<file path="config.mk">
export PLATFORM = sky130hd
export DESIGN_NAME = sprite_blit_engine
export DESIGN_NICKNAME = d
export VERILOG_FILES = /design/src/rtl/sprite_blit_engine.sv
export SDC_FILE = /design/constraint.sdc
export NUM_CORES = 1
export LEC_CHECK = 0
export ABC_AREA = 1
export CORE_AREA = 2 2 78 109
export DETAILED_ROUTE_END_ITERATION = 12
export DIE_AREA = 0 0 80 111
export PLACE_DENSITY_LB_ADDON = 0.15
export SLEW_MARGIN = 0
export SYNTH_ARGS = -nofsm -noshare
export SYNTH_HDL_FRONTEND = slang
export SYNTH_SLANG_ARGS = --single-unit
</file>
<file path="constraint.sdc">
create_clock -name clk -period 5.75 [get_ports clk]
set_input_delay 1.725 -clock clk [delete_from_list [all_inputs] [get_ports clk]]
set_output_delay 1.725 -clock clk [all_outputs]
set_load 0.005 [all_outputs]
</file>
<file path="src/rtl/sprite_blit_engine.sv">
// Sprite compositor: walks an SPR_W x SPR_H sprite, substitutes background for key-coloured
// pixels (or everything in erase mode), clips at the screen edge and emits one plot slot per pixel.
// Optional horizontal mirroring is enabled by defining BLIT_HFLIP_EN.

module sprite_blit_engine #(
  parameter int SPR_W    = 12,
  parameter int SPR_H    = 16,
  parameter int SCR_W    = 160,
  parameter int SCR_H    = 120,
  parameter int COLOUR_W = 24,
  parameter logic [COLOUR_W-1:0] KEY_COLOUR = 24'hFFFFFF
) (
  input  logic                             clk,
  input  logic                             resetn,
  input  logic                             start,
  input  logic                             erase,
`ifdef BLIT_HFLIP_EN
  input  logic                             flip,
`endif
  input  logic [7:0]                       spr_x,
  input  logic [7:0]                       spr_y,
  output logic                             busy,
  output logic                             done,
  output logic [$clog2(SPR_W*SPR_H)-1:0]   spr_addr,
  input  logic [COLOUR_W-1:0]              spr_data,
  output logic [$clog2(SCR_W*SCR_H)-1:0]   bg_addr,
  input  logic [COLOUR_W-1:0]              bg_data,
  output logic [7:0]                       x,
  output logic [7:0]                       y,
  output logic [COLOUR_W-1:0]              colour,
  output logic                             plot
);

  localparam int SPR_AW = $clog2(SPR_W*SPR_H);
  localparam int BG_AW  = $clog2(SCR_W*SCR_H);
  localparam int COL_W  = (SPR_W > 1) ? $clog2(SPR_W) : 1;
  localparam int ROW_W  = (SPR_H > 1) ? $clog2(SPR_H) : 1;

  typedef enum logic [1:0] {
    S_IDLE,
    S_RUN,
    S_FLUSH,
    S_DONE
  } state_t;

  state_t r_state;
  state_t w_nextState;

  logic [COL_W-1:0] r_col;
  logic [ROW_W-1:0] r_row;
  logic [7:0]       r_sprX;
  logic [7:0]       r_sprY;
  logic             r_erase;
`ifdef BLIT_HFLIP_EN
  logic             r_flip;
`endif
  logic             r_busy;
  logic             r_done;
  logic             r_valid;
  logic             r_clip;
  logic [7:0]       r_x;
  logic [7:0]       r_y;

  logic             w_accept;
  logic             w_lastPix;
  logic             w_busyNext;
  logic             w_doneNext;
  logic [COL_W-1:0] w_colEff;
  logic [15:0]      w_px;
  logic [15:0]      w_py;
  logic             w_clip;
  logic             w_useBg;

  assign w_accept  = (r_state == S_IDLE) && start;
  assign w_lastPix = (r_col == COL_W'(SPR_W-1)) && (r_row == ROW_W'(SPR_H-1));

  always_ff @(posedge clk) begin
    if (!resetn) begin
      r_state <= S_IDLE;
    end else begin
      r_state <= w_nextState;
    end
  end

  always_comb begin
    w_nextState = r_state;
    case (r_state)
      S_IDLE:  if (start) w_nextState = S_RUN;
      S_RUN:   if (w_lastPix) w_nextState = S_FLUSH;
      S_FLUSH: w_nextState = S_DONE;
      S_DONE:  w_nextState = S_IDLE;
      default: w_nextState = S_IDLE;
    endcase
  end

  // busy/done are registered, so done lands one cycle after the DONE state with busy already low
  assign w_busyNext = (w_nextState != S_IDLE);
  assign w_doneNext = (r_state == S_DONE);

  always_ff @(posedge clk) begin
    if (!resetn) begin
      r_busy <= 1'b0;
      r_done <= 1'b0;
    end else begin
      r_busy <= w_busyNext;
      r_done <= w_doneNext;
    end
  end

  always_ff @(posedge clk) begin
    if (!resetn) begin
      r_sprX  <= '0;
      r_sprY  <= '0;
      r_erase <= 1'b0;
`ifdef BLIT_HFLIP_EN
      r_flip  <= 1'b0;
`endif
    end else if (w_accept) begin
      r_sprX  <= spr_x;
      r_sprY  <= spr_y;
      r_erase <= erase;
`ifdef BLIT_HFLIP_EN
      r_flip  <= flip;
`endif
    end
  end

  always_ff @(posedge clk) begin
    if (!resetn) begin
      r_col <= '0;
      r_row <= '0;
    end else if (w_accept) begin
      r_col <= '0;
      r_row <= '0;
    end else if (r_state == S_RUN) begin
      if (r_col == COL_W'(SPR_W-1)) begin
        r_col <= '0;
        r_row <= r_row + 1'b1;
      end else begin
        r_col <= r_col + 1'b1;
      end
    end
  end

  // Mirroring only changes which sprite texel is fetched; screen position stays raster order
`ifdef BLIT_HFLIP_EN
  assign w_colEff = r_flip ? (COL_W'(SPR_W-1) - r_col) : r_col;
`else
  assign w_colEff = r_col;
`endif

  assign spr_addr = SPR_AW'(r_row * SPR_W + w_colEff);

  // Screen coordinates are widened so positions near 255 neither wrap nor slip past the clip test
  assign w_px    = 16'(r_sprX) + 16'(r_col);
  assign w_py    = 16'(r_sprY) + 16'(r_row);
  assign bg_addr = BG_AW'(32'(w_py) * 32'(SCR_W) + 32'(w_px));
  assign w_clip  = (w_px >= 16'(SCR_W)) || (w_py >= 16'(SCR_H));

  always_ff @(posedge clk) begin
    if (!resetn) begin
      r_valid <= 1'b0;
      r_clip  <= 1'b0;
      r_x     <= '0;
      r_y     <= '0;
    end else begin
      r_valid <= (r_state == S_RUN);
      r_clip  <= w_clip;
      r_x     <= w_px[7:0];
      r_y     <= w_py[7:0];
    end
  end

  // ROM data for the staged pixel arrives now, so the colour choice is made combinationally here
  assign w_useBg = r_erase || (spr_data == KEY_COLOUR);
  assign colour  = r_valid ? (w_useBg ? bg_data : spr_data) : '0;
  assign plot    = r_valid && !r_clip;
  assign x       = r_x;
  assign y       = r_y;
  assign busy    = r_busy;
  assign done    = r_done;

endmodule

</file>
==> flow_summary.yaml, run 1 <==
route:
  ant_nets: 0
  drtIter0Drc: 129
  drt-total-wl_um: 9950
  viasPerCell: 5.08
  drcViolationCount: 0
  routedWlPerCell_um: 13.6
  num_vias: 3719
  dr.pass1.iters: 4
final_layout:
  drive_above_1_share_pct: 6.67
  syn2layout_area_growth_pct: 47.0
  antenna_cells: 0
  num-nets-final: 735
  fillers: 744
  fin_util_pct: 63.8
worst_setup_path:
  crit_top_cell: "inv_1"
  critPathCaptureType: "primary output"
  cpLargestDelayFamily: "adder cells"
  critical_path.startpoint: "r_row[0]"
  path_cells: "ha_1, inv_1, fa_1, inv_1, nand3_1, nand2_2, nand2_1, nand2_2, inv_1, ha_4, inv_1, fa_2, inv_2, nand4_1, nor2_1, nor2_2, nor2_2, nand2_1, nor2_2, nor2_1, clkdlybuf4s50_1"
  path_class: "register to primary output"
  cp.depth: 21
  required_ns: 4.03
  cp.arrival_ns: 3.80
  slowest_stage: "fa_2"
  critical_path_buf_inv_count: 6
  start_kind: "register"
  r2r_cells: 11
  r2r_start: "r_col[0]"
  crit_fanout: 6
  cp_slowest_stage_delay_ns: 0.58
status:
  run_status: "finished, final reports clean"
synthesis:
  synth-seq-cells: 47
  ys_types: 38
  ys_seq_area_share_pct: 27.1
  syn_inst: 505
  synth_nets: 611
  yosysWarnings: 0
  synth_edf_count: 0
  synthesis.area_sq_um: 3470
  ys.flop_type: "dfxtp_1"
  ys_async_sr_fraction_pct: 0
  syn_avg_cell_area_sq_um: 6.88
global_route:
  grt_max_degree: 27
  antenna_found_initial: 0
  grt_use_total_pct: 22.4
  grt_first_pass_wirelength_um: 16100
  grt_pass1_vias: 3621
  gr-total-overflow: 0
sta:
  fin_crit_sh_pct: 96.1
  fmax_mhz: 181
  min_period_ns: 5.53
  fin_setup_tns_ns: 0
  hold_ws_ns: 0.474
  final_max_slew_viol_count: 0
  relSlewSlack_pct: 50.1
  tightest_slew_ns: 0.744
  setup_viol: 0
  skew_ns: 0.0112
  timing.final.hold_violations: 0
clock_network:
  tritoncts: "done"
  cts_hold_buf: 0
  clock_path_buffers: 2
  cts_buffers: 5
  clk_pin_slew_ns: 0.06
  cts-root-buf: "clkbuf_16"
  insertion_delay_ns: 0.29
  clkSinkCount: 47
  cts_max_level: 2
die:
  die_w_um: 80
  initial_core_util_pct: 43.4
  die_h_um: 111
  core_area_sq_um: 8000
  ios: 134
  rows: 39
  die_area_sq_um: 8880
power_and_ir_drop:
  internal-power_mw: 0.757
  leakage_nw: 2.32
  swShare_pct: 27.2
  clockPowerShare_pct: 36.8
  peakVddDrop_mv: 0.167
  seqPwrFrac_pct: 34.4
  powerDensity_nw_per_um2: 204
  p_comb_share_pct: 28.8
  power.switching_mw: 0.283
flow_run:
  max_cap_viol_count: 0
worst_hold_path:
  min_path_cells: 1
  min_path_type: "register to register"
  hp-start: "r_row[0]"
placement:
  gp_congestion: 0.849
  hpwl_um: 7920
  io_buffers: 133
## power by group through the flow
stage / Clock (mW) / Sequential (mW) / Combinational [mW]
after detailed placement: 0 / 0.365 / 0.296
after CTS: 0.391 / 0.357 / 0.297
after global placement: 0 / 0.365 / 0.291
after global routing: 0.401 / 0.360 / 0.334
after floorplan: 0 / 0.363 / 0.153
final: 0.382 / 0.358 / 0.300
## layout make-up
type	instances	area, sq um	share of cell area [%]
repair buffers	138	1370	26.8
flip-flops and latches	47	947	18.6
well taps	102	128	2.50
multi-input cells	365	2200	43.0
clock inverters	3	71.3	1.40
clock buffers	5	125	2.45
inverters	72	270	5.29
## Yosys cell counts, types with 2 or more instances
library cell	instances	share of area, %
buf_6	2	0.65
nand3b_1	2	0.43
or2_1	2	0.36
nor3_1	4	0.58
dfxtp_1	47	27
xor2_1	16	4.0
clkinv_1	2	0.22
inv_1	67	7.2
a21oi_1	52	7.5
nand4_1	9	1.6
inv_2	3	0.32
nor2_1	53	5.7
o21ai_0	24	3.5
ha_1	32	12
nand2_1	89	9.6
nand3_1	51	7.3
xnor2_1	4	1.0
nor2_4	2	0.65
fa_1	6	3.5
nor3_2	2	0.58
clkbuf_1	11	1.2
nand2_2	3	0.54
buf_4	7	1.5
## sequential cells by signal, indices dropped and copies added (netlist names)
name     flops
busy         1
done         1
r_clip       1
r_col        4
r_erase      1
r_row        4
r_sprX       8
r_sprY       8
r_state      2
r_valid      1
x            8
y            8
## cell usage in the layout (no fill, tap or decap), types with 3 or more instances in the layout
master           count
clkdlybuf4s50_1    132
nor3_1               4
inv_1               66
ha_1                30
xnor2_1              4
nor2_1              50
nand2_1             87
fa_1                 5
nand3_1             51
buf_4                5
nor2_2               3
clkbuf_16            5
o21ai_0             24
nand4_1              9
xor2_1              15
inv_2                4
dfxtp_1             44
a21oi_1             51
nand2_2              5
## layer usage
layer,part of all wire [%],GRT usage (%),wire (um)
met1,38,23.4,3810
met2,55,43.4,5470
met3,5.0,4.32,493
met4,1.7,6.55,171
met5,0,0,0
## final timing paths
kind                 end  slack (ns)
min reg2reg     r_row[0]        0.47
max reg2reg       r_clip        3.80
min             r_row[0]        0.47
max          bg_addr[12]        0.22
## worst reg2reg max path, delay by kind of cell, from the launching register on
kind                       cells  cell delay [ns]
and+or+nand+nor                6             0.52
buffers and inverters          2             0.15
DFF                            1             0.42
AOI/OAI and AO/OA              1             0.13
adders and majority gates      2             0.61
## repair_timing
action                     in CTS  in global routing
pin swaps                       1                  3
buffers inserted                0                  1
gates resized for setup         6                 11
setup endpoints to repair       2                  4
## kinds of logic (layout without fill, tap and decap cells)
group / count (synthesis) / after routing / synth area share (%)
AO/OA/AOI/OAI: 83 / 83 / 12.3
XOR/XNOR: 20 / 20 / 5.04
adder cells (fa/ha/maj): 38 / 38 / 15.0
buffers and inverters: 93 / 218 / 11.3
flip-flops: 47 / 47 / 27.1
AND/OR/NAND/NOR: 224 / 224 / 29.3
## per-stage QoR
stage	std cells	instance area, sq um	worst slack [ns]	power (mW)
after CTS	731	5040	0.0910	1.05
after floorplan	505	3470	0.959	0.516
after global routing	732	5100	-0.0372	1.10
final	732	5100	0.224	1.04
after global placement	723	4840	0.298	0.656
after detailed placement	723	4840	0.151	0.661
Note: power is estimated with default switching activity, not from simulation.
==> inputs of run 2 (changes only) <==
--- a/config.mk
+++ b/config.mk
@@ -9,6 +9,7 @@
 export CORE_AREA = 2 2 78 109
 export DETAILED_ROUTE_END_ITERATION = 12
 export DIE_AREA = 0 0 80 111
+export GPL_TIMING_DRIVEN = 0
 export PLACE_DENSITY_LB_ADDON = 0.15
 export SLEW_MARGIN = 0
 export SYNTH_ARGS = -nofsm -noshare
==> run 2 against run 1 <==
  * Setup slack gained 0.026 ns
  * Clock power shrank 25%
  * Power shrank 8.1%
==> flow_summary.yaml, run 2 (same netlist as run 1, synthesis figures left out) <==
sta:
  setup_viol: 0
  fmax_mhz: 182
  relSlewSlack_pct: 55.7
  hold_ws_ns: 0.495
  min_period_ns: 5.50
  tightest_slew_ns: 0.665
  timing.final.hold_violations: 0
  rsz0062_at_grt: "no"
  fin_crit_sh_pct: 95.7
  final_max_slew_viol_count: 0
  skew_ns: 0.00555
worst_setup_path:
  r2r_start: "r_row[0]"
  path_class: "register to primary output"
  crit_fanout: 5
  critical_path.startpoint: "r_row[0]"
  start_kind: "register"
  critPathCaptureType: "primary output"
  cp.arrival_ns: 3.78
  required_ns: 4.03
route:
  dr.pass1.iters: 5
  drcViolationCount: 0
  routedWlPerCell_um: 13.1
  ant_nets: 0
  num_vias: 3783
  drt-total-wl_um: 9930
  viasPerCell: 5.00
  drtIter0Drc: 139
final_layout:
  drive_above_1_share_pct: 9.02
  fin_util_pct: 65.2
  final_common_cell: "clkdlybuf4s50_1"
  num-nets-final: 759
  antenna_cells: 0
  design_area_sq_um: 5220
  syn2layout_area_growth_pct: 50.2
  final_cell_mix: "clkdlybuf4s50_1 (131), nand2_1 (87), inv_1 (66), a21oi_1 (51), nand3_1 (49)"
placement:
  io_buffers: 133
  placed_area_sq_um: 4930
  hpwl_um: 7950
  gp_congestion: 0.882
worst_hold_path:
  hp-start: "r_sprX[2]"
  min_path_type: "register to register"
die:
  initial_core_util_pct: 43.4
  die_area_sq_um: 8880
  ios: 134
  core_area_sq_um: 8000
  die_h_um: 111
  rows: 39
  die_w_um: 80
global_route:
  gr-total-overflow: 0
  grt_max_degree: 15
  antenna_found_initial: 0
  grt_pass1_vias: 3628
  grt_use_total_pct: 22.6
  grt_first_pass_wirelength_um: 16100
clock_network:
  cts-root-buf: "clkbuf_16"
  clk_pin_slew_ns: 0.06
  insertion_delay_ns: 0.29
  cts_max_level: 2
  cts_buffers: 5
  tritoncts: "done"
  clkSinkCount: 47
  clock_path_buffers: 2
power_and_ir_drop:
  clockPowerShare_pct: 29.8
  seqPwrFrac_pct: 37.4
  internal-power_mw: 0.676
  p_comb_share_pct: 32.8
  peakVddDrop_mv: 0.151
  leakage_nw: 2.40
  power.switching_mw: 0.280
  powerDensity_nw_per_um2: 183
  swShare_pct: 29.2
  finalPower_mw: 0.956
flow_run:
  max_cap_viol_count: 0
status:
  run_status: "finished, final reports clean"
[run 2: layout make-up]
| class | count | area, sq um |
|---|---|---|
| plain buffers | 21 | 121 |
| clock buffers | 6 | 129 |
| clock inverters | 2 | 12.5 |
| fillers | 736 | 2790 |
| inverters | 72 | 270 |
| multi-input cells | 365 | 2210 |
| flip-flops and latches | 47 | 947 |
| well taps | 102 | 128 |
| repair buffers | 141 | 1400 |
[run 2: worst max-delay path: stages, from the launching register on]
cell and delay [ns]:
dfxtp_4 0.36, ha_2 0.18, inv_1 0.06, fa_2 0.35, inv_1 0.08, nand3_1 0.10
nand2_2 0.10, nand2_1 0.08, o21bai_1 0.14, nand2_1 0.08, inv_1 0.08, ha_1 0.23
ha_1 0.39, nand2_2 0.08, or2_1 0.23, nand3b_2 0.08, nand2_2 0.08, nor3_2 0.13
xnor2_1 0.13, clkdlybuf4s50_1 0.51
[run 2: path summary, 6_finish.rpt]
kind	endpoint	slack, ns	cells after the start
worst min-delay path	r_sprX[2]	0.50	2
worst min register to register	r_sprX[2]	0.50	2
worst max register to register	r_clip	3.81	12
worst max-delay path	bg_addr[13]	0.25	19
[run 2: stage by stage]
stage | setup WS [ns] | TNS [ns] | std cells
2_1_floorplan | 0.959 | 0 | 505
3_3_place_gp | 0.0591 | 0 | 740
3_5_place_dp | -0.0109 | -0.0109 | 740
4_1_cts | 0.00615 | 0 | 753
5_1_grt | 0.00305 | 0 | 756
6_report | 0.250 | 0 | 756
[run 2: layer usage]
| metal | up-vias | track usage, % | wire length [um] |
|---|---|---|---|
| met3 | 21 | 3.50 | 493 |
| met5 | - | 0 | 0 |
| met4 | 0 | 9.27 | 330 |
| met2 | 107 | 42.8 | 5260 |
| li1 | 1939 | - | - |
| met1 | 1716 | 23.8 | 3840 |
[run 2: timing repair]
item | in CTS | in global routing
pin swaps | 5 | 7
endpoints found under the hold margin | 0 | 0
endpoints found under the setup margin | 4 | 3
gates resized for setup | 13 | 10
hold buffers | 0 | 0
setup buffers | 5 | 3
[run 2: power groups by stage]
stage / Clock, mW / Sequential (mW) / Combinational (mW)
finish: 0.285 / 0.357 / 0.314
global route: 0.300 / 0.360 / 0.348
CTS: 0.286 / 0.357 / 0.312
detailed placement: 0 / 0.365 / 0.304
global placement: 0 / 0.364 / 0.300
floorplan: 0 / 0.363 / 0.153
